### config.mk
export PLATFORM = sky130hd
export DESIGN_NAME = dot_result_drain_flat
export DESIGN_NICKNAME = d
export VERILOG_FILES = /design/src/rtl/dot_result_drain_if.sv /design/src/rtl/dot_result_drain.sv /design/src/flat_wrapper.sv
export SDC_FILE = /design/constraint.sdc
export NUM_CORES = 1
export LEC_CHECK = 0
export ABC_AREA = 1
export CORE_MARGIN = 2
export CORE_UTILIZATION = 55
export CTS_CLUSTER_SIZE = 10
export DETAILED_ROUTE_END_ITERATION = 6
export DONT_BUFFER_PORTS = 1
export PLACE_DENSITY = 0.72
export SLEW_MARGIN = 20
export SYNTH_ARGS = -nofsm -noshare
export SYNTH_HDL_FRONTEND = slang
export SYNTH_SLANG_ARGS = --single-unit
### constraint.sdc
create_clock -name clk -period 4.5 [get_ports clk]
set_clock_uncertainty 0.15 [all_clocks]
set_input_delay 0.9 -clock clk [delete_from_list [all_inputs] [get_ports clk]]
set_output_delay 0.9 -clock clk [all_outputs]
set_load 0.005 [all_outputs]
### src/rtl/dot_result_drain_if.sv
// dot_result_drain_if: valid/ready write bus from the result drain to the register file or memory port.
//   wr_valid : beat valid (master -> slave)
//   wr_ready : sink accepts beat (slave -> master)
//   wr_addr  : write address
//   wr_data  : write data
//   wr_last  : final beat of the drain
interface dot_result_drain_if #(
    parameter int DATA_WIDTH = 32,
    parameter int ADDR_WIDTH = 8
);
    logic                  wr_valid;
    logic                  wr_ready;
    logic [ADDR_WIDTH-1:0] wr_addr;
    logic [DATA_WIDTH-1:0] wr_data;
    logic                  wr_last;
    modport master (output wr_valid, wr_addr, wr_data, wr_last, input wr_ready);
    modport slave  (input wr_valid, wr_addr, wr_data, wr_last, output wr_ready);
endinterface

### src/rtl/dot_result_drain.sv
// dot_result_drain: snapshots the dot-product result vector on start and streams n elements to consecutive addresses.
//   clk, rstn : clock, asynchronous active-low reset
//   dot_in    : per-lane result vector
//   start     : begin a drain (accepted only in IDLE)
//   base_addr : address of element 0, sampled with start
//   count     : elements to drain, clamped to PE_COUNT, sampled with start
//   wr        : valid/ready write bus (master side)
//   busy      : high outside IDLE
//   done      : one-cycle pulse when a drain completes
module dot_result_drain #(
    parameter  int PE_COUNT   = 4,
    parameter  int DATA_WIDTH = 32,
    parameter  int ADDR_WIDTH = 8,
    localparam int CW         = $clog2(PE_COUNT + 1),
    localparam int IW         = $clog2(PE_COUNT)
) (
    input  logic                                clk,
    input  logic                                rstn,
    input  logic [PE_COUNT-1:0][DATA_WIDTH-1:0] dot_in,
    input  logic                                start,
    input  logic [ADDR_WIDTH-1:0]               base_addr,
    input  logic [CW-1:0]                       count,
    dot_result_drain_if.master                  wr,
    output logic                                busy,
    output logic                                done
);
    typedef enum logic [1:0] {IDLE, DRAIN, DONE} state_t;
    state_t                              state, state_nxt;
    logic [PE_COUNT-1:0][DATA_WIDTH-1:0] snap;
    logic [ADDR_WIDTH-1:0]               base_q, addr_q;
    logic [DATA_WIDTH-1:0]               data_q;
    logic [CW-1:0]                       n_q, n_in;
    logic [IW-1:0]                       idx, idx_n;
    logic                                valid_q, last_q, accept, xfer;
    always_comb begin
        accept    = (state == IDLE) && start;
        xfer      = valid_q && wr.wr_ready;
        n_in      = (count > CW'(PE_COUNT)) ? CW'(PE_COUNT) : count;
        idx_n     = idx + IW'(1);
        state_nxt = (state == IDLE)  ? (!start ? IDLE : (n_in == '0) ? DONE : DRAIN) :
                    (state == DRAIN) ? ((xfer && last_q) ? DONE : DRAIN) : IDLE;
    end
    always_ff @(posedge clk or negedge rstn)
        if (!rstn) state <= IDLE;
        else       state <= state_nxt;
    // Outputs are registered; the next beat is preloaded on the transfer edge so ready-high gives one beat per cycle.
    always_ff @(posedge clk or negedge rstn) begin
        if (!rstn) begin
            snap    <= '0;
            base_q  <= '0;
            n_q     <= '0;
            idx     <= '0;
            valid_q <= 1'b0;
            addr_q  <= '0;
            data_q  <= '0;
            last_q  <= 1'b0;
        end else if (accept) begin
            snap    <= dot_in;
            base_q  <= base_addr;
            n_q     <= n_in;
            idx     <= '0;
            valid_q <= n_in != '0;
            addr_q  <= base_addr;
            data_q  <= dot_in[0];
            last_q  <= n_in == CW'(1);
        end else if (xfer && last_q) begin
            valid_q <= 1'b0;
            last_q  <= 1'b0;
        end else if (xfer) begin
            idx     <= idx_n;
            addr_q  <= base_q + ADDR_WIDTH'(idx_n);
            data_q  <= snap[idx_n];
            last_q  <= (CW'(idx_n) + CW'(1)) == n_q;
        end
    end
    assign wr.wr_valid = valid_q;
    assign wr.wr_addr  = addr_q;
    assign wr.wr_data  = data_q;
    assign wr.wr_last  = last_q;
    assign busy        = state != IDLE;
    assign done        = state == DONE;
endmodule

### src/flat_wrapper.sv
// flat-port wrapper written by rule: the top's interface ports become plain ports
module dot_result_drain_flat 
#(
    parameter  int PE_COUNT   = 4,
    parameter  int DATA_WIDTH = 32,
    parameter  int ADDR_WIDTH = 8,
    localparam int CW         = $clog2(PE_COUNT + 1),
    localparam int IW         = $clog2(PE_COUNT)
)
  (clk, rstn, dot_in, start, base_addr, count, busy, done, wr_wr_valid, wr_wr_addr, wr_wr_data, wr_wr_last, wr_wr_ready);
  dot_result_drain_if #(.DATA_WIDTH(DATA_WIDTH), .ADDR_WIDTH(ADDR_WIDTH)) wr_i ();
  input  logic clk;
  input  logic rstn;
  input  logic [PE_COUNT-1:0][DATA_WIDTH-1:0] dot_in;
  input  logic start;
  input  logic [ADDR_WIDTH-1:0] base_addr;
  input  logic [CW-1:0] count;
  output logic busy;
  output logic done;
  output wire logic [$bits(wr_i.wr_valid)-1:0] wr_wr_valid;
  output wire logic [$bits(wr_i.wr_addr)-1:0] wr_wr_addr;
  output wire logic [$bits(wr_i.wr_data)-1:0] wr_wr_data;
  output wire logic [$bits(wr_i.wr_last)-1:0] wr_wr_last;
  input wire logic [$bits(wr_i.wr_ready)-1:0] wr_wr_ready;
  assign wr_wr_valid = wr_i.wr_valid;
  assign wr_wr_addr = wr_i.wr_addr;
  assign wr_wr_data = wr_i.wr_data;
  assign wr_wr_last = wr_i.wr_last;
  assign wr_i.wr_ready = wr_wr_ready;
  dot_result_drain #(.PE_COUNT(PE_COUNT), .DATA_WIDTH(DATA_WIDTH), .ADDR_WIDTH(ADDR_WIDTH)) u_core (.clk(clk), .rstn(rstn), .dot_in(dot_in), .start(start), .base_addr(base_addr), .count(count), .wr(wr_i), .busy(busy), .done(done));
endmodule
==> impl_metrics.py <==
metrics = {
    "timing": {
        "rsz0062_at_grt": "false",
        "relSlewSlack_pct": 36.6,
        "holdWs_ns": 0.130,
        "worstMarginPinSlew_ns": 0.948,
        "drv_slew": 0,
        "setup_viol": 0,
        "post-route-period-util_pct": 54.7,
        "fmax_mhz": 406,
        "fin_crit_ns": 2.46,
        "finalSetupTns_ns": 0,
        "hold_viol": 0,
    },
    "cts": {
        "cts.repair.resized": 0,
        "clkSinkCount": 185,
        "clk_path_buf_depth": 2,
        "cts_root_buf": "clkbuf_16",
        "cts_setup_buffers": 0,
        "htreeDepth": 4,
        "cts_made_buffers": 17,
        "clock_latency_ns": 0.43,
        "path_clk_slew_ns": 0.07,
        "tritoncts": "yes",
    },
    "setup_path": {
        "crit_required_ns": 4.72,
        "worstPathArrival_ns": 2.68,
        "worstPathCellList": "nor2_4 > nand2_2 > inv_6 > buf_4 > nand2_1 > nand2_1 > nand2_1 > nand2_1",
        "crit_slowest_cell": "buf_4",
        "rrSetupSlack_ns": 2.04,
        "critPathCaptureType": "flip-flop",
        "cpPeakStageDelay_ns": 0.57,
        "crit_top_cell": "nand2_1",
        "crit_fanout": 101,
        "start_kind": "flip-flop",
        "crit_type": "reg2reg",
    },
    "finish": {
        "fillers": 1500,
        "drive_above_1_share_pct": 4.32,
        "layout.nets": 1293,
        "final_cell_count_no_fill": 1374,
        "final_common_cell": "nand2_1",
        "n_antenna_cell": 0,
        "final_cell_mix": "nand2_1, dfrtp_1, inv_1, o21ai_0, nand3_1",
        "area_growth_pct": 7.85,
        "fin_area_um2": 9520,
    },
    "route": {
        "drtIter0Drc": 477,
        "drtPass1Iterations": 5,
        "wl_um": 21300,
        "postRouteAntennaNets": 0,
        "wl_per_cell_um": 15.5,
        "num_vias": 6989,
        "avgViaCountPerCell": 5.09,
        "drc": 0,
    },
    "global_route": {
        "grt_pass1_vias": 6407,
        "grt_max_degree": 186,
        "grt_first_pass_wirelength_um": 32100,
        "grt_overflow": 0,
        "antenna_found_initial": 0,
        "grt.total_usage_pct": 24.2,
    },
    "die": {
        "start_util_pct": 56.0,
        "dieWidth_um": 131,
        "coreArea_um2": 15800,
        "fp.dieH_um": 131,
        "num_io_pins": 187,
        "fp-row-count": 46,
        "dieArea_um2": 17100,
    },
    "logic_synthesis": {
        "syn_area_um2": 8830,
        "synth_top_family_by_area": "simple AND/OR/NAND/NOR gates",
        "synth_cells": 1176,
        "ys_ff_latch": 185,
        "synth_mux_area_share_pct": 0,
        "syn-num-nets": 1323,
        "synthAdderAreaFrac_pct": 0.652,
        "synth-xor-area-share_pct": 0.0992,
        "synth_simple_gate_area_share_pct": 27.6,
        "synth_compound_area_share_pct": 8.59,
        "synth.avg_cell_area_um2": 7.51,
        "synth.distinct_cells": 27,
        "ys_seq_area_share_pct": 52.4,
        "yosysWarnings": 0,
    },
    "placed_design": {
        "dp.cells": 1336,
        "io_buffers": 0,
        "placed_cell_area_um2": 8830,
        "dp_hpwl_um": 12500,
        "gp_congestion": 0.798,
    },
    "pwr": {
        "leakage_nw": 5.04,
        "powerDensity_nw_per_um2": 774,
        "vdd_drop_max_v": 0.000382,
    },
    "status": {
        "status": "finished, final reports clean",
    },
    "min_path": {
        "hp-class": "in2async",
    },
    "run": {
        "maxCapViolations": 0,
    },
}
## kinds of logic after synthesis
| logic type | after synthesis |
|---|---|
| compound gates | 150 |
| buf+inv | 219 |
| simple gates | 617 |
| xor+xnor | 1 |
| fa+ha+maj | 4 |
| flops | 185 |
## critical path: cells and delay by family, from the launching register on
family	cells	cell delay [ns]
and+or+nand+nor	6	0.75
buffers and inverters	2	1.08
DFF	1	0.42
## flip-flops by register name (all words and copies together), names as in the netlist
register,flops
u_core.wr.wr_data,32
u_core.idx,2
u_core.state,2
u_core.snap,128
u_core.wr.wr_last,1
u_core.wr.wr_valid,1
u_core.n_q,3
u_core.base_q,8
u_core.wr.wr_addr,8
## routing by layer
metal	vias to the layer above	wire, um	track usage (%)
met5	-	0	0
met4	0	210	6.07
met3	15	1630	7.82
met2	210	10100	38.3
met1	3237	9350	32.8
li1	3527	-	-
## stage by stage
| stage | power (mW) | setup WS (ns) | util, % |
|---|---|---|---|
| after floorplan | 5.26 | 1.98 | - |
| after CTS | 7.37 | 2.03 | 59.6 |
| after detailed placement | 5.90 | 1.80 | 56.0 |
| final | 7.37 | 2.04 | 60.4 |
| after global placement | 5.82 | 1.84 | 56.0 |
| after global routing | 8.10 | 1.76 | 60.4 |
## cell usage after synthesis
cell,number,area (um^2)
a21oi_1,8,40.0
a31oi_1,1,6.26
buf_1,4,15.0
buf_2,25,125
buf_4,6,45.0
buf_6,7,78.8
buf_8,1,15.0
clkbuf_1,23,86.3
clkinv_1,1,3.75
dfrtp_1,185,4630
fa_1,1,20.0
ha_1,3,37.5
inv_1,151,567
inv_2,1,3.75
nand2_1,504,1890
nand2_2,1,6.26
nand3_1,84,420
nand4_1,1,6.26
nor2_1,24,90.1
nor2_4,1,11.3
nor3_1,1,5.00
o21ai_0,134,671
o21ai_1,5,25.0
o31ai_1,1,7.51
o32ai_1,1,8.76
or2_0,1,6.26
xor2_1,1,8.76
## repair_timing
item | in CTS | in global routing
hold endpoints to repair | 0 | 72
setup endpoints to repair | 0 | 0
hold buffers | 0 | 7
## where the power goes
group          leakage [nW]  switching [mW]  total, mW  internal, mW
clock network         0.267           0.640       1.44         0.804
logic                  2.49            2.08       3.10          1.01
registers              2.28           0.362       2.83          2.47
total                  5.04            3.09       7.37          4.28
## worst paths after layout
| path | cells past startpoint | end | start |
|---|---|---|---|
| setup reg to reg | 8 | u_core.wr.wr_data[1] | u_core.state[1] |
| max in group asynchronous | 1 | u_core.snap[85] | rstn |
| hold / removal | 1 | u_core.snap[51] | rstn |
| setup / recovery | 8 | u_core.wr.wr_data[1] | u_core.state[1] |
| min in group clk | 2 | u_core.base_q[0] | u_core.base_q[0] |
| hold reg to reg | 2 | u_core.base_q[0] | u_core.base_q[0] |
## cell type report
cell class	instances	area, um^2	area share, %
Sequential cell	185	4630	48.6
Tap cell	216	270	2.84
Multi-Input combinational cell	772	3260	34.3
Clock buffer	21	470	4.94
Inverter	153	579	6.08
Timing Repair Buffer	17	213	2.23
Clock inverter	10	96.3	1.01
(Power assumes the default switching activity.)
